## config.mk

```make
export PLATFORM = sky130hd
export DESIGN_NAME = popcount_pipe
export DESIGN_NICKNAME = d
export VERILOG_FILES = /design/src/rtl/popcount_pipe.sv
export SDC_FILE = /design/constraint.sdc
export NUM_CORES = 1
export LEC_CHECK = 0
export CORE_MARGIN = 2
export CORE_UTILIZATION = 26
export DETAILED_ROUTE_END_ITERATION = 10
export HOLD_SLACK_MARGIN = 0.08
export PLACE_DENSITY_LB_ADDON = 0.2
export RECOVER_POWER = 50
export SLEW_MARGIN = 30
export SYNTH_ARGS = -nofsm -noshare
export SYNTH_HDL_FRONTEND = slang
export SYNTH_SLANG_ARGS = --single-unit
```

## constraint.sdc

```tcl
create_clock -name clk_i -period 3 [get_ports clk_i]
set_clock_uncertainty 0.1 [all_clocks]
set_input_delay 0.6 -clock clk_i [delete_from_list [all_inputs] [get_ports clk_i]]
set_output_delay 0.6 -clock clk_i [all_outputs]
set_load 0.05 [all_outputs]
```

## src/rtl/popcount_pipe.sv

```systemverilog
// Pipelined population counter with per-frame running total.
//
// Each input beat is reduced to a bit count. Mode 0 counts ones and mode 1 counts zeros; the mode
// is sampled with the beat. The count comes from a registered leaf stage followed by one
// registered adder-tree level per stage. A final stage adds each count to a saturating frame
// accumulator, which clears after the beat that closes the frame.
//
// Parameters:
//   WIDTH  input word width (WIDTH/LEAF must be a power of two)
//   LEAF   bits counted per leaf group
//   ACC_W  frame accumulator width (>= CNT_W)
//
// Ports:
//   clk_i        clock, rising edge
//   rstn_i       asynchronous active-low reset
//   data_val_i   input beat valid
//   data_rdy_o   input beat accepted this cycle (equals pipeline enable)
//   data_i       input word
//   data_last_i  beat closes the current frame
//   mode_i       0 = count ones, 1 = count zeros
//   data_val_o   output beat valid
//   data_rdy_i   downstream accepts output beat
//   data_o       per-beat count
//   sum_o        frame total including this beat, saturating
//   last_o       this beat closes its frame
//   sat_o        frame total saturated at or before this beat
module popcount_pipe #(
   parameter int unsigned WIDTH = 32,
   parameter int unsigned LEAF  = 4,
   parameter int unsigned ACC_W = 16,
   localparam int unsigned CNT_W = $clog2(WIDTH + 1),
   localparam int unsigned NLVL  = $clog2(WIDTH / LEAF)
) (
   input  logic             clk_i,
   input  logic             rstn_i,
   input  logic             data_val_i,
   output logic             data_rdy_o,
   input  logic [WIDTH-1:0] data_i,
   input  logic             data_last_i,
   input  logic             mode_i,
   output logic             data_val_o,
   input  logic             data_rdy_i,
   output logic [CNT_W-1:0] data_o,
   output logic [ACC_W-1:0] sum_o,
   output logic             last_o,
   output logic             sat_o
);

   localparam int unsigned NLEAF = WIDTH / LEAF;

   // Whole pipeline moves in lockstep; it stalls only when the output is held by downstream.
   logic en;
   assign en         = !data_val_o || data_rdy_i;
   assign data_rdy_o = en;

   // Level 0 holds leaf counts; level l holds NLEAF >> l partial sums.
   for (genvar l = 0; l <= NLVL; l++) begin : g_lvl
      localparam int unsigned N = NLEAF >> l;
      logic [CNT_W-1:0] cnt_q [N];
      logic             val_q;
      logic             last_q;

      if (l == 0) begin : g_leaf
         logic [WIDTH-1:0] word;
         logic [CNT_W-1:0] cnt_d [N];

         // Mode is folded into the leaf counts here, so it need not travel down the tree.
         always_comb begin
            word = mode_i ? ~data_i : data_i;
            for (int i = 0; i < N; i++) begin
               cnt_d[i] = '0;
               for (int b = 0; b < LEAF; b++) begin
                  cnt_d[i] = cnt_d[i] + CNT_W'(word[i*LEAF+b]);
               end
            end
         end

         always_ff @(posedge clk_i or negedge rstn_i) begin
            if (!rstn_i) begin
               val_q  <= 1'b0;
               last_q <= 1'b0;
               for (int i = 0; i < N; i++) cnt_q[i] <= '0;
            end else if (en) begin
               val_q  <= data_val_i;
               last_q <= data_last_i;
               cnt_q  <= cnt_d;
            end
         end
      end else begin : g_add
         always_ff @(posedge clk_i or negedge rstn_i) begin
            if (!rstn_i) begin
               val_q  <= 1'b0;
               last_q <= 1'b0;
               for (int i = 0; i < N; i++) cnt_q[i] <= '0;
            end else if (en) begin
               val_q  <= g_lvl[l-1].val_q;
               last_q <= g_lvl[l-1].last_q;
               for (int i = 0; i < N; i++) begin
                  cnt_q[i] <= g_lvl[l-1].cnt_q[2*i] + g_lvl[l-1].cnt_q[2*i+1];
               end
            end
         end
      end
   end

   logic [CNT_W-1:0] top_cnt;
   logic             top_val;
   logic             top_last;
   assign top_cnt  = g_lvl[NLVL].cnt_q[0];
   assign top_val  = g_lvl[NLVL].val_q;
   assign top_last = g_lvl[NLVL].last_q;

   // Frame accumulator: acc_q/sat_q carry the total of the frame in progress.
   logic [ACC_W-1:0] acc_q;
   logic             sat_q;
   logic [ACC_W:0]   sum_full;
   logic             ovf;
   logic [ACC_W-1:0] sum_d;
   logic             sat_d;

   always_comb begin
      sum_full = {1'b0, acc_q} + (ACC_W + 1)'(top_cnt);
      ovf      = sum_full[ACC_W];
      sum_d    = ovf ? '1 : sum_full[ACC_W-1:0];
      sat_d    = sat_q || ovf;
   end

   always_ff @(posedge clk_i or negedge rstn_i) begin
      if (!rstn_i) begin
         data_val_o <= 1'b0;
         data_o     <= '0;
         sum_o      <= '0;
         last_o     <= 1'b0;
         sat_o      <= 1'b0;
         acc_q      <= '0;
         sat_q      <= 1'b0;
      end else if (en) begin
         data_val_o <= top_val;
         if (top_val) begin
            data_o <= top_cnt;
            sum_o  <= sum_d;
            last_o <= top_last;
            sat_o  <= sat_d;
            // A closing beat leaves the accumulator empty for the next frame.
            acc_q  <= top_last ? '0 : sum_d;
            sat_q  <= top_last ? 1'b0 : sat_d;
         end
      end
   end

endmodule

```

==> impl_metrics.json, run 1 <==
{
  "grt_max_degree": 81,
  "instances_no_fill": 968,
  "power.switching_mw": 3.17,
  "syn_area_sq_um": 5900,
  "synth_sequential_area_ratio_pct": 44.9,
  "maxCapViolCount": 0,
  "clkLatencyLatePin_ns": 0.35,
  "hpwl_microns": 8510,
  "ir_drop_uv": 265,
  "ys_types": 48,
  "ys_seq_elements": 106,
  "core.rowCount": 55,
  "hold_violations": 0,
  "post_cts_resized": 0,
  "grt_pass1_vias": 4326,
  "synth_edf_count": 0,
  "cp.depth": 4,
  "cts_buffers": 9,
  "gp_congestion": 0.798,
  "dp_cells": 952,
  "status": "completed",
  "required_ns": 2.30,
  "intPower_mw": 4.35,
  "fin_tns_setup_ns": 0,
  "finalMaxSlewViolations": 0,
  "hold_buffers": 0,
  "rsz0062_at_grt": "false",
  "htreeDepth": 3,
  "arrival_ns": 2.01,
  "worst_pin_slew_ns": 1.31,
  "power_leakage_nw": 3.47,
  "cp_slowest_cell": "dlygate4sd3_1",
  "fin_crit_ns": 2.71,
  "detail-route-antenna-nets": 0,
  "n_fill_cell": 2347,
  "cp-end-kind": "output pin",
  "ctsRootBufferMaster": "clkbuf_16",
  "switching_share_pct": 42.2,
  "setup_viol": 0,
  "cpPeakStageDelay_ns": 0.53,
  "grt_pass1_wl_microns": 20800,
  "finalCritPeriodShare_pct": 90.2,
  "coreArea_sq_um": 22400,
  "avgRoutedWirePerCell_microns": 12.2,
  "clkTransAtPathRegs_ns": 0.07,
  "grt-ovfl-total": 0,
  "hold_class": "input pin to asynchronous set/reset pin",
  "p_seq_share_pct": 32.7,
  "synthArstFlopShare_pct": 100,
  "num_io_pins": 64,
  "p_clk_share_pct": 17.3,
  "first_pass_iters": 4,
  "yosysWarningCount": 0,
  "slew_headroom_pct": 12.7,
  "cts_buffer_depth": 2,
  "routed_via_density": 4.41,
  "routed_wl_microns": 11800,
  "syn_inst": 622,
  "area_growth_pct": 22.0,
  "antenna_found_initial": 0,
  "fmax_mhz": 369,
  "die_y_microns": 155,
  "vias": 4266,
  "cp_cell_sequence": "dlygate4sd3_1 -> nor2b_1 -> inv_1 -> buf_4",
  "drtIter0Drc": 198,
  "globalRouteTotalUtil_pct": 10.7,
  "cts_tree": "done",
  "dieWidth_microns": 155,
  "worst-path-buf-inv": 3,
  "io_buffers": 63,
  "path_delay_family": "buffers and inverters",
  "syn_area_per_cell_sq_um": 9.49,
  "synth_top_flop_cell": "dfrtp_1",
  "drive_gt1_share_pct": 5.27,
  "syn_nets": 723,
  "rr_worst_depth": 8,
  "num-nets-final": 779,
  "antennaDiodeCount": 0,
  "cts_sinks": 106,
  "cp-start-kind": "input pin",
  "crit_fanout": 14,
  "start_util_pct": 26.3,
  "drc": 0,
  "dieArea_sq_um": 23900,
  "cts_setup_buffers": 0,
  "pwr-share-comb_pct": 50.1,
  "power.density_nw_per_um2": 1040,
  "crit_type": "input pin to output pin"
}
-- metrics by stage --
step	util [%]	power (mW)	hold WS [ns]	worst slack, ns	instance area [sq um]
after floorplan	-	5.18	0.204	0.303	5900
after global placement	30.8	6.22	0.351	0.180	6900
after detailed placement	30.8	6.30	0.356	0.132	6900
after CTS	32.2	7.66	0.151	0.356	7230
after global routing	32.1	8.26	0.397	0.179	7200
final	32.1	7.51	0.327	0.294	7200
-- registers in the layout (all words and copies together) (netlist names) --
| signal | cells |
|---|---|
| sum_o | 16 |
| g_lvl.last_q | 4 |
| g_lvl.cnt_q | 56 |
| g_lvl.val_q | 4 |
| sat_q | 1 |
| data_val_o | 1 |
| acc_q | 16 |
| last_o | 1 |
| data_o | 6 |
| sat_o | 1 |
-- placed cells by master, fill, tap and decap left out, drive strengths merged, types with 3 or more instances in the layout --
master         count
nand2            145
dfrtp            106
clkdlybuf4s50     60
a21oi             50
xor2              48
ha                47
nor2              45
o21ai             31
inv               26
fa                16
clkbuf            16
a21o              11
buf               11
and3               7
nor2b              6
a31oi              5
nor3               5
o22a               4
xnor2              4
nor4               3
and2               3
-- per-layer routing --
layer / up-vias / global-route usage (%) / share of wire, % / wire length (microns)
li1: 2181 / - / - / -
met1: 1997 / 14.1 / 49 / 5740
met2: 78 / 17.6 / 46 / 5480
met3: 10 / 2.44 / 3.8 / 451
met4: 0 / 2.91 / 1.0 / 123
met5: - / 0 / 0 / 0
-- final timing paths --
path | end | from | slack (ns)
min in group clk_i | g_lvl[2].val_q | g_lvl[1].val_q | 0.37
max in group asynchronous | g_lvl[0].cnt_q[19] | rstn_i | 0.71
setup reg to reg | acc_q[10] | g_lvl[3].cnt_q[0] | 0.37
setup / recovery | data_rdy_o | data_rdy_i | 0.29
hold reg to reg | g_lvl[2].val_q | g_lvl[1].val_q | 0.37
hold / removal | sum_o[4] | rstn_i | 0.33
-- Yosys cell counts, types with 2 or more instances --
cell type | number | area (sq um)
a21oi_1 | 50 | 250
clkbuf_1 | 24 | 90.1
inv_1 | 26 | 97.6
a41o_1 | 2 | 20.0
nor2_1 | 45 | 169
fa_1 | 16 | 320
nand2_1 | 144 | 541
nor2b_1 | 6 | 37.5
buf_1 | 4 | 15.0
buf_4 | 2 | 15.0
nor3_1 | 4 | 20.0
o31ai_1 | 2 | 15.0
xor2_1 | 48 | 420
xnor2_1 | 4 | 35.0
o22a_1 | 4 | 35.0
a31o_1 | 2 | 17.5
a31oi_1 | 5 | 31.3
and3_1 | 7 | 43.8
dfrtp_1 | 106 | 2650
ha_1 | 47 | 588
o21ai_0 | 31 | 155
or3_1 | 2 | 12.5
nand2b_1 | 2 | 12.5
and2_1 | 3 | 18.8
a21o_1 | 11 | 82.6
nor4_1 | 3 | 18.8
-- kinds of logic (layout without fill, tap and decap cells) --
kind of cell	Yosys count	count (layout)	synth area share [%]
adder cells (fa/ha/maj)	63	63	15.4
AND/OR/NAND/NOR	225	225	16.0
multiplexers	1	1	0.170
XOR/XNOR	52	52	7.71
AO/OA/AOI/OAI	118	118	12.0
buffers and inverters	57	118	3.77
flip-flops	106	106	44.9
-- power groups by stage --
| stage | Combinational (mW) | Clock, mW | Sequential (mW) |
|---|---|---|---|
| 2_1_floorplan | 2.31 | 0 | 2.87 |
| 3_3_place_gp | 3.75 | 0 | 2.47 |
| 3_5_place_dp | 3.80 | 0 | 2.50 |
| 4_1_cts | 3.84 | 1.35 | 2.47 |
| 5_1_grt | 4.31 | 1.40 | 2.55 |
| 6_report | 3.76 | 1.30 | 2.45 |
-- area by class of cell --
type / count / area (sq um) / area share, %
Multi-Input combinational cell: 459 / 3030 / 42.1
Timing Repair Buffer: 76 / 737 / 10.2
Sequential cell: 106 / 2650 / 36.8
Clock buffer: 12 / 256 / 3.56
Clock inverter: 4 / 73.8 / 1.02
Tap cell: 285 / 357 / 4.95
Inverter: 26 / 97.6 / 1.35
No activity file was read; power rests on OpenSTA's default activity.
==> run 2: changes to the inputs <==
Settings changed: PLACE_DENSITY_LB_ADDON 0.2 to not set.
==> run 2 against run 1 <==
Die area is the same. Non-clock buffer count is the same. Largest cell class unchanged. Maximum frequency grew 0.18%. Critical endpoint is now sum_o[5]. Count of clock-buffer cells in the layout down 2.
==> impl_metrics.json, run 2 (synthesis gave the netlist of run 1 again) <==
{
  "htreeDepth": 3,
  "drc": 0,
  "dieWidth_microns": 155,
  "grt-ovfl-total": 0,
  "power.switching_mw": 3.19,
  "p_clk_share_pct": 15.5,
  "required_ns": 3.12,
  "globalRouteTotalUtil_pct": 10.3,
  "switching_share_pct": 43.4,
  "grt_max_degree": 78,
  "post_cts_resized": 0,
  "finalMaxSlewViolations": 0,
  "cts_setup_buffers": 0,
  "dieArea_sq_um": 23900,
  "holdWs_ns": 0.365,
  "io_buffers": 63,
  "fin_crit_ns": 2.70,
  "ctsRootBufferMaster": "clkbuf_16",
  "num_io_pins": 64,
  "detail-route-antenna-nets": 0,
  "core.rowCount": 55,
  "slew_headroom_pct": 15.1,
  "drive_gt1_share_pct": 5.56,
  "hold_class": "register to register",
  "power.density_nw_per_um2": 1030,
  "first_pass_iters": 4,
  "clkTransAtPathRegs_ns": 0.07,
  "antenna_found_initial": 0,
  "hold_buffers": 0,
  "layout_common_cells": "144 x nand2_1, 106 x dfrtp_1, 59 x clkdlybuf4s50_1",
  "finalCritPeriodShare_pct": 90.0,
  "cp-end-kind": "register",
  "avgRoutedWirePerCell_microns": 11.9,
  "gp_congestion": 0.805,
  "hpwl_microns": 8180,
  "arrival_ns": 2.82,
  "vias": 4224,
  "rr_worst_depth": 8,
  "cts_buffer_depth": 2,
  "grt_pass1_vias": 4228,
  "largest_reg_flops": 56,
  "maxCapViolCount": 0,
  "cts_buffers": 9,
  "worst_pin_slew_ns": 1.27,
  "num-nets-final": 779,
  "cts_tree": "done",
  "coreArea_sq_um": 22400,
  "start_util_pct": 26.3,
  "area_growth_pct": 21.0,
  "crit_type": "register to register",
  "ir_drop_uv": 393,
  "p_seq_share_pct": 33.5,
  "intPower_mw": 4.16,
  "regMostFlops": "g_lvl.cnt_q",
  "top_regs": "g_lvl.cnt_q x56, acc_q x16, sum_o x16",
  "clkLatencyLatePin_ns": 0.34,
  "hold_violations": 0,
  "cts_sinks": 106,
  "pwr-share-comb_pct": 51.0,
  "crit_fanout": 3,
  "power_leakage_nw": 3.45,
  "antennaDiodeCount": 0,
  "die_y_microns": 155,
  "fin_tns_setup_ns": 0,
  "status": "completed",
  "grt_pass1_wl_microns": 20500,
  "setup_viol": 0,
  "rsz0062_at_grt": "false",
  "layout_commonest_cell": "nand2_1",
  "routed_wl_microns": 11500,
  "drtIter0Drc": 229,
  "fmax_mhz": 370,
  "cp-start-kind": "register",
  "hold_depth": 2,
  "routed_via_density": 4.36
}
run 2: path summary, 6_finish.rpt:
check                                      to               from  slack [ns]
min in group asynchronous            sum_o[2]             rstn_i        0.39
min reg2reg                             sat_o              sat_o        0.37
max in group asynchronous  g_lvl[0].cnt_q[14]             rstn_i        0.89
max reg2reg                          sum_o[5]  g_lvl[3].cnt_q[0]        0.30
min                                     sat_o              sat_o        0.37
max                                  sum_o[5]  g_lvl[3].cnt_q[0]        0.30
run 2: layout make-up:
cell class	count	area (sq um)
inverters	26	97.6
flip-flops and latches	106	2650
clock buffers	10	239
repair buffers	76	722
well taps	285	357
multi-input cells	459	3030
fillers	2385	15300
clock inverters	6	48.8
run 2: worst max-delay path: stages, from the launching register on:
cell       delay, ns
dfrtp_1         0.42
ha_1            0.24
fa_1            0.40
a21o_1          0.22
a221oi_2        0.33
nor3_2          0.10
a2111oi_0       0.52
buf_4           0.19
o21ai_0         0.06
run 2: power by group through the flow:
| stage | Sequential, mW | Clock, mW | Combinational, mW |
|---|---|---|---|
| finish | 2.46 | 1.14 | 3.75 |
| global route | 2.56 | 1.25 | 4.28 |
| CTS | 2.47 | 1.19 | 3.83 |
| detailed placement | 2.50 | 0 | 3.80 |
| global placement | 2.48 | 0 | 3.74 |
| floorplan | 2.87 | 0 | 2.31 |
run 2: stage by stage:
step	area (sq um)	setup WS, ns	power [mW]	std cells	utilization, %
after floorplan	5900	0.303	5.18	622	-
after global placement	6890	0.405	6.22	952	30.7
after detailed placement	6890	0.347	6.30	952	30.7
after CTS	7180	0.331	7.50	968	32.0
after global routing	7150	0.0549	8.09	968	31.9
final	7150	0.299	7.35	968	31.9
run 2: routing by layer:
layer | track usage (%) | part of all wire, %
met5 | 0 | 0
met1 | 14.0 | 49
met3 | 1.96 | 3.2
met4 | 2.38 | 0.97
met2 | 17.1 | 47
==> run 3: changes to the inputs <==
Settings changed: CORE_MARGIN 2 to not set, CORE_UTILIZATION 26 to 50, PLACE_DENSITY set to 0.72, SKIP_CTS_REPAIR_TIMING set to 1.
==> run 3 against run 2 <==
Flip-flop and latch count is the same. Maximum frequency down 5.2%. Power is 0.57% lower. Critical path depth is 3 lower. Final cell count decreased by 15%. Register-to-register slack barely moved. Global-route usage is 9.4 points higher. The flow now finishes with violations (capacitance limit, slew limit). Critical path type is now input pin to output pin. Critical endpoint is now data_rdy_o.
==> impl_metrics.json, run 3 (synthesis gave the netlist of run 1 again) <==
{
  "finalMaxSlewViolations": 40,
  "largest_reg_flops": 56,
  "slew_headroom_pct": -40.6,
  "htreeDepth": 3,
  "core.rowCount": 39,
  "num_io_pins": 64,
  "start_util_pct": 51.5,
  "crit_fanout": 14,
  "cts_tree": "done",
  "path_delay_family": "buffers and inverters",
  "required_ns": 2.30,
  "gp_congestion": 0.884,
  "fin_tns_setup_ns": 0,
  "avgRoutedWirePerCell_microns": 13.4,
  "holdWs_ns": 0.370,
  "routed_via_density": 5.31,
  "fin_crit_ns": 2.85,
  "ir_drop_uv": 644,
  "finalCritPeriodShare_pct": 95.0,
  "detail-route-antenna-nets": 0,
  "crit_type": "input pin to output pin",
  "worst-path-buf-inv": 4,
  "cp_slowest_cell": "dlygate4sd3_1",
  "arrival_ns": 2.15,
  "hold_class": "register to register",
  "power_leakage_nw": 3.43,
  "cp-start-kind": "input pin",
  "hpwl_microns": 8010,
  "drtIter0Drc": 175,
  "vias": 4373,
  "layout_commonest_cell": "nand2_1",
  "cp_cell_sequence": "dlygate4sd3_1 -> nor2b_1 -> clkinv_1 -> clkbuf_1 -> buf_4",
  "dieWidth_microns": 111,
  "power.density_nw_per_um2": 1050,
  "status": "finished, violations left",
  "first_pass_iters": 4,
  "grt_pass1_vias": 4544,
  "instances_no_fill": 824,
  "grt_pass1_wl_microns": 20000,
  "fmax_mhz": 351,
  "dp_cells": 808,
  "drc": 0,
  "antennaDiodeCount": 0,
  "setup_viol": 0,
  "cts_buffer_depth": 2,
  "cp-end-kind": "output pin",
  "hold_violations": 0,
  "antenna_found_initial": 0,
  "clkTransAtPathRegs_ns": 0.07,
  "clkLatencyLatePin_ns": 0.35,
  "top_regs": "g_lvl.cnt_q x56, acc_q x16, sum_o x16",
  "maxCapViolCount": 1,
  "violations": "capacitance limit, slew limit",
  "num-nets-final": 777,
  "cts_sinks": 106,
  "coreArea_sq_um": 11500,
  "grt_max_degree": 46,
  "die_y_microns": 111,
  "routed_wl_microns": 11000,
  "cpPeakStageDelay_ns": 0.54,
  "rsz0062_at_grt": "false",
  "regMostFlops": "g_lvl.cnt_q",
  "area_growth_pct": 18.0,
  "layout_common_cells": "144 x nand2_1, 106 x dfrtp_1, 60 x clkdlybuf4s50_1",
  "io_buffers": 63,
  "globalRouteTotalUtil_pct": 19.7,
  "cts_buffers": 9,
  "grt-ovfl-total": 0,
  "ctsRootBufferMaster": "clkbuf_16",
  "worst_pin_slew_ns": 2.11,
  "drive_gt1_share_pct": 4.99,
  "dieArea_sq_um": 12200
}
-- run 3: cell types whose count changed in the layout (fill, tap and decap cells not counted) --
cell             delta
clkbuf_4            -1
clkbuf_1            +1
buf_4               -3
clkbuf_8            +1
buf_2               -1
clkdlybuf4s50_1     +1
inv_6               -2
buf_12              +1
clkinv_1            +1
inv_1               -1
clkinvlp_4          +2
clkinv_4            -1
-- run 3: power by group --
group / internal (mW) / total [mW] / switching, mW / leakage, nW
Combinational: 1.48 / 3.70 / 2.22 / 1.97
Clock: 0.612 / 1.14 / 0.530 / 0.138
Sequential: 2.05 / 2.47 / 0.416 / 1.32
-- run 3: metrics by stage --
stage | setup slack (ns) | power [mW] | utilization, % | area [sq um]
finish | 0.151 | 7.31 | 60.8 | 6970
global route | 0.0541 | 7.97 | 60.8 | 6970
CTS | 0.318 | 7.39 | 60.9 | 6980
detailed placement | 0.112 | 6.22 | 58.4 | 6690
global placement | 0.188 | 6.04 | 58.4 | 6690
floorplan | 0.303 | 5.18 | - | 5900
-- run 3: layout make-up --
type	instances	area [sq um]
tap	143	179
sequential	106	2650
multi-input combinational	459	3030
inverter	26	97.6
fill	966	4500
timing repair buffer	74	721
clock inverter	5	37.5
clock buffer	11	253
-- run 3: worst register-to-register path, stage by stage, from the launching register on --
cell	delay, ns
dfrtp_1	0.41
ha_1	0.24
fa_1	0.41
a21o_1	0.23
a221oi_2	0.32
nor3_2	0.16
a2111oi_0	0.52
o21ai_0	0.17
-- run 3: worst paths after layout --
check	cells past startpoint	end	from	slack (ns)
max in group asynchronous	2	g_lvl[0].cnt_q[18]	rstn_i	0.58
max reg2reg	7	acc_q[5]	g_lvl[3].cnt_q[0]	0.31
max	5	data_rdy_o	data_rdy_i	0.15
min	2	g_lvl[2].last_q	g_lvl[2].last_q	0.37
min reg2reg	2	g_lvl[2].last_q	g_lvl[2].last_q	0.37
min in group asynchronous	1	g_lvl[3].cnt_q[5]	rstn_i	0.76
-- run 3: routing by layer --
metal | GRT usage (%) | wire length, microns
met2 | 34.6 | 5450
met4 | 8.71 | 232
met5 | 0 | 0
met1 | 24.2 | 4960
met3 | 2.57 | 371
